`src/rtl/pipeimem_loader.sv`:
```
// Writable instruction memory for the pipelined MIPS core, filled from a byte stream.
// Bytes are packed big-endian into words and written to consecutive addresses; fetch is combinational.
module pipeimem_loader #(
  parameter int unsigned WORDS = 64
) (
  input  logic        clock,
  input  logic        resetn,
  input  logic        start,
  input  logic [6:0]  len_words,
  input  logic        byte_valid,
  input  logic [7:0]  byte_data,
  output logic        byte_ready,
  output logic        busy,
  output logic        cpu_hold,
  output logic        done,
  output logic [6:0]  word_count,
  output logic [31:0] checksum,
  input  logic [31:0] a,
  output logic [31:0] inst
);

  localparam int unsigned AW = $clog2(WORDS);
  localparam logic [6:0] MaxLen = 7'(WORDS);

  typedef enum logic [1:0] {StIdle, StLoad, StFinish} state_e;

  state_e      state;
  logic [6:0]  len_q;
  logic [1:0]  byte_idx;
  logic [23:0] shift_q;
  logic [31:0] mem [WORDS];

  logic [6:0]  lat_len;
  logic        accept;
  logic        word_we;
  logic [31:0] word_new;

  assign lat_len  = (len_words > MaxLen) ? MaxLen : len_words;
  assign accept   = byte_valid & byte_ready;
  assign word_we  = accept & (byte_idx == 2'd3);
  assign word_new = {shift_q, byte_data};
  assign cpu_hold = busy;

  // Outputs are registered alongside the state so they never depend on byte_valid.
  always_ff @(posedge clock or negedge resetn) begin
    if (!resetn) begin
      state      <= StIdle;
      byte_ready <= 1'b0;
      busy       <= 1'b0;
      done       <= 1'b0;
      len_q      <= 7'd0;
      word_count <= 7'd0;
      checksum   <= 32'd0;
      byte_idx   <= 2'd0;
      shift_q    <= 24'd0;
    end else begin
      done <= 1'b0;
      unique case (state)
        StIdle: begin
          if (start) begin
            len_q      <= lat_len;
            word_count <= 7'd0;
            checksum   <= 32'd0;
            byte_idx   <= 2'd0;
            shift_q    <= 24'd0;
            busy       <= 1'b1;
            if (lat_len != 7'd0) begin
              state      <= StLoad;
              byte_ready <= 1'b1;
            end else begin
              state <= StFinish;
              done  <= 1'b1;
            end
          end
        end
        StLoad: begin
          if (accept) begin
            if (byte_idx == 2'd3) begin
              word_count <= word_count + 7'd1;
              checksum   <= checksum + word_new;
              byte_idx   <= 2'd0;
              if (word_count + 7'd1 == len_q) begin
                state      <= StFinish;
                byte_ready <= 1'b0;
                done       <= 1'b1;
              end
            end else begin
              shift_q  <= {shift_q[15:0], byte_data};
              byte_idx <= byte_idx + 2'd1;
            end
          end
        end
        StFinish: begin
          state <= StIdle;
          busy  <= 1'b0;
        end
        default: state <= StIdle;
      endcase
    end
  end

  // Storage is deliberately not reset so completed words survive an aborted load.
  always_ff @(posedge clock) begin
    if (word_we) mem[word_count[AW-1:0]] <= word_new;
  end

  assign inst = mem[a[AW+1:2]];

  logic unused_a;
  assign unused_a = ^{a[31:AW+2], a[1:0]};

endmodule

```
`config.mk`:
```
export PLATFORM = sky130hd
export DESIGN_NAME = pipeimem_loader
export DESIGN_NICKNAME = d
export VERILOG_FILES = /design/src/rtl/pipeimem_loader.sv
export SDC_FILE = /design/constraint.sdc
export NUM_CORES = 2
export LEC_CHECK = 0
export CORE_MARGIN = 4
export CORE_UTILIZATION = 63
export DETAILED_ROUTE_END_ITERATION = 7
export DONT_BUFFER_PORTS = 1
export PLACE_DENSITY = 0.85
export SLEW_MARGIN = 15
export SYNTH_ARGS = -nofsm -noshare
export SYNTH_HDL_FRONTEND = slang
export SYNTH_SLANG_ARGS = --single-unit
```
`constraint.sdc`:
```
create_clock -name clock -period 4.6 [get_ports clock]
set_input_delay 0.92 -clock clock [delete_from_list [all_inputs] [get_ports clock]]
set_output_delay 0.92 -clock clock [all_outputs]
set_load 0.005 [all_outputs]
```
# ---- Word-level counts from Yosys, hierarchy flattened
# Memory sizes are Yosys's and may differ from the RTL's.
# Index checks and enable logic that the tools add are counted.
dict set report classes {
  addsub 3
  n_lt_le_gt_ge 1
  n_eq_ne 10
  muxes 39
  bitwise 2
  reduce_logical 11
}
# operator n
set op_table {}
lappend op_table {{32-bit 2-to-1 mux} 3}
lappend op_table {{24-bit 2-to-1 mux} 3}
lappend op_table {{32-bit one-hot mux with 2 select lines} 1}
lappend op_table {{24-bit one-hot mux with 2 select lines} 1}
lappend op_table {{32-bit adder} 1}
lappend op_table {{7-bit 2-to-1 mux} 4}
lappend op_table {{2-bit 2-to-1 mux} 8}
lappend op_table {{7-bit one-hot mux with 2 select lines} 1}
lappend op_table {{1-bit 2-to-1 mux} 13}
lappend op_table {{2-bit inequality test, second input constant} 6}
lappend op_table {{4-bit AND reduction} 3}
lappend op_table {{2-bit one-hot mux with 2 select lines} 2}
lappend op_table {{7-bit by 1-bit adder with 7-bit output, second input constant} 1}
lappend op_table {{7-bit equality test} 1}
lappend op_table {{7-bit > comparator, second input constant} 1}
lappend op_table {{7-bit nonzero test} 1}
lappend op_table {{1-bit one-hot mux with 2 select lines} 3}
lappend op_table {{6-bit AND reduction} 1}
lappend op_table {{2-bit equality test, second input constant} 2}
lappend op_table {{2-bit AND reduction} 2}
lappend op_table {{2-bit nonzero test} 2}
lappend op_table {{3-bit AND reduction} 1}
lappend op_table {{2-bit by 1-bit adder with 2-bit output, second input constant} 1}
lappend op_table {{1-bit bitwise AND} 2}
lappend op_table {{2 further kinds} 2}
dict set report word_totals {
  ff_bits 77
  ram_bits 2048
  wordCells 76
  memories 1
}
# memory words word_bits read_ports rd_ports_with_merged_regs write_ports line
set memory_table {}
lappend memory_table {mem 64 32 1 0 1 31} ;# logic [31:0] mem [WORDS];

# ---- Depth between registers and ports, before layout
dict set report logic_depth {
  depth_word 6
  mapped_depth 11
}

# ---- Worst setup path before layout
# OpenSTA, ideal clock, no wires.
dict set report synth_timing {
  path_type {input port to output port}
  startpoint {input a[2]}
  endpoint {output inst[13]}
  t_arrival_ns 3.095
  required_time_ns 3.680
  slack_ns 0.585
  path_stages 5
  n_path_buf 2
  path_cell_list {buf_2 -> buf_1 -> mux4_2 -> mux4_2 -> mux4_2}
}
dict set report synth_via {
  elab_chain_cells 1
}
# item line
set synth_lines {}
lappend synth_lines {{from (decl)} 18} ;# input logic [31:0] a,
lappend synth_lines {{memory read 64 x 32 bit} --}
lappend synth_lines {{to (decl)} 19} ;# output logic [31:0] inst
# Every way passes these cells.

# ---- Worst setup path after layout
dict set report layout_timing {
  startpoint {input a[2]}
  endpoint {output inst[14]}
}
# The elaborated chain is that of the path after synthesis.

==> run_results.csv <==
group,metric,value,unit
synthesis,yosys-top-cells-area,"edfxtp_1 (75%), mux4_2 (18%), dfrtp_1 (2.3%)",
status,status,"completed",
min_path,hp-class,"input port to flop",
timing,rsz0062_at_grt,"no",
setup_path,reg2reg_depth,6,
place,numPortBuffers,0,
global_routing,grt-ovfl-total,0,
setup_path,path_class,"input port to output port",
synthesis,syn-num-nets,3583,
min_path,hold_depth,0,
power_and_ir_drop,leakagePower,29.13,nW
run,cap_violations,0,
die,coreArea,129800,µm²
synthesis,synth_cells,3498,
min_path,min-delay-start,"byte_data[3]",
timing,setup_slack,56.26,ps
global_routing,track_usage,37.60,%
timing,setup_viol,0,
die,chipWidth,369.8,µm
layout,synthToLayoutAreaGrowth,11.56,%
timing,fmax,220.1,MHz
routing,via_per_inst,7.847,
place,globalplace.congestion,0.8570,
routing,first_iter_violations,8831,
synthesis,synthFlopType,"edfxtp_1",
setup_path,rr_endpoint,"mem[58][6]",
global_routing,grt_pass1_wl,350.5,mm
timing,tns,0,ps
die,die_y,369.8,µm
setup_path,critPathLaunchType,"input port",
timing,final.period_utilization,98.78,%
timing,slew_headroom,16.45,%
global_routing,antenna_found_initial,20,
power_and_ir_drop,ir_worst_vdd,468.2,µV
routing,via_count,43535,
routing,ant_nets,0,
timing,skew,27.80,ps
layout,finalNetCount,3722,
setup_path,cp-end-kind,"output port",
synthesis,synth_compound_area_share,1.432,%
routing,dr.pass1.iters,6,
synthesis,synth-seq-area-share,76.91,%
cts,clkTransAtPathRegs,70,ps
routing,wire_per_inst,46.80,µm
setup_path,worstPathRequired,3680,ps
timing,final-hold-violation-count,0,
routing,drc,0,
synthesis,ys_seq_elements,2125,
synthesis,syn_area,82460,µm²
cts,clk_latency,850,ps
global_routing,grt_pass1_vias,43447,
cts,post_cts_buffers,0,
setup_path,reg2reg_from,"byte_idx[1]",
cts,clock_path_buffers,3,
power_and_ir_drop,p_per_area,496.0,nW/µm²
synthesis,synthArstFlopShare,3.624,%
cts,clock_sink_count,2125,
min_path,worstHoldEndpoint,"mem[63][3]",
synthesis,synth.area.mux_share,18.38,%
timing,maxSlewViolCount,0,
setup_path,cp_max_fo,22,
die,fp-row-count,132,
cts,htree_levels,4,
die,die_area,136700,µm²
synthesis,synth-xor-area-share,0.4142,%
synthesis,synth_area_leader_cell,"edfxtp_1",
synthesis,yosys.area_share.simple,1.303,%
layout,drive_gt1_share,30.82,%
die,pin_count,126,
routing,wirelength,259.6,mm
cts,numCtsBuffers,196,
synthesis,synth.most_common_cell,"edfxtp_1",
synthesis,synth_edf_count,2048,
synthesis,synth_commonest_cells,"edfxtp_1 (2,048), mux4_2 (663), clkbuf_1 (116), nor2_1 (88), dfrtp_1 (77)",
timing,period_needed,4544,ps
synthesis,yosysWarningCount,0,
global_routing,grt_max_degree,513,
synthesis,synth_top_area_share,74.58,%
synthesis,synth_top_family_by_area,"multiplexers",
cts,clock_tree.root_cell,"clkbuf_16",
setup_path,crit_arrival,3620,ps
die,start_util,63.52,%
timing,worst_pin_slew,1250,ps
synthesis,syn_area_per_cell,23.57,µm²
synthesis,ys_types,58,
setup_path,rrSetupSlack,830,ps
synthesis,synth_adder_area_share,0.5250,%
place,dpl_worst_slack,509.2,ps
place,dp_hpwl,118.2,mm
cts,cts_tree,"yes",
## area by class of cell
cell class,count,area (µm²)
antenna,7,17.52
inverter,14,52.55
clock inverter,119,1104
fill,6716,37820
sequential,2125,63460
tap,1742,2180
clock buffer,241,5223
timing repair buffer,124,1266
multi-input combinational,1176,18690
## per-layer routing
| layer | vias to the layer above | GRT usage [%] | part of all wire, % |
|---|---|---|---|
| li1 | 15285 | - | - |
| met1 | 22250 | 46.27 | 29 |
| met2 | 4770 | 60.04 | 49 |
| met3 | 1208 | 10.15 | 14 |
| met4 | 22 | 23.92 | 8.4 |
| met5 | - | 0 | 0.068 |
## power by group
| group | switching (mW) | total, mW | internal, mW |
|---|---|---|---|
| clock | 7.64 | 16.7 | 9.09 |
| sequential | 0.588 | 24.1 | 23.5 |
| combinational | 3.45 | 4.81 | 1.36 |
## logic make-up after synthesis
| kind of cell | count (synthesis) |
|---|---|
| AND/OR/NAND/NOR | 238 |
| buffers and inverters | 197 |
| XOR/XNOR | 39 |
| adder cells (fa/ha/maj) | 34 |
| AO/OA/AOI/OAI | 181 |
| multiplexers | 684 |
| flip-flops | 2125 |
## flip-flops by register name (all words and copies together) (netlist names)
| register | cells |
|---|---|
| busy | 1 |
| checksum | 32 |
| done | 1 |
| byte_ready | 1 |
| shift_q | 24 |
| len_q | 7 |
| mem | 2048 |
| word_count | 7 |
| byte_idx | 2 |
| state | 2 |
## what timing repair did
action | 4_1_cts | 5_1_grt
hold buffers | 2 | 0
endpoints found under the hold margin | 77 | 0
resized for setup | 0 | 7
endpoints found under the setup margin | 0 | 32
## metrics by stage
stage / hold slack (ps) / utilization [%] / std cells / cell area (µm²) / power, mW
after global placement: 475.7 / 65.63 / 5162 / 85200 / 28.23
after detailed placement: 483.8 / 65.63 / 5162 / 85200 / 28.62
after CTS: 150.9 / 70.53 / 5524 / 91560 / 45.02
final: 179.5 / 70.87 / 5548 / 91990 / 45.63
after global routing: 156.0 / 70.85 / 5541 / 91980 / 46.63
after floorplan: 457.3 / - / 3498 / 82460 / 27.08
## critical path, stage by stage
cell,delay [ps]
buf_16,270
buf_16,300
buf_16,250
mux4_2,530
mux4_2,620
mux4_2,650
## layout by cell type, fill, tap and decap left out, types with 9 or more instances in the layout
cell       count
nor2_1        24
ha_1          33
clkinv_1      47
nand2b_1      11
buf_4        102
xor2_1        18
nand2_1       71
inv_1         14
nor2_4        64
nand4_1       10
bufinv_16     18
mux2_2        10
nor3_1         9
dfrtp_2       21
dfrtp_1       53
a22o_1        27
a21oi_1       28
mux4_2       663
edfxtp_1    2048
clkinv_2      34
clkbuf_16    213
xnor2_1       21
o21ai_0       60
a21o_1        19
clkbuf_1      38
mux2i_1        9
nand3_1       15
## worst max-delay path by stage
stage,depth (start not counted),end,slack (ps),start
after floorplan,5,inst[13],590,a[2]
after global placement,4,inst[27],510,a[2]
after detailed placement,4,inst[26],510,a[2]
after CTS,4,inst[26],270,a[2]
after global routing,8,inst[1],30,a[2]
final,6,inst[14],60,a[2]
(Power assumes the default switching activity.)
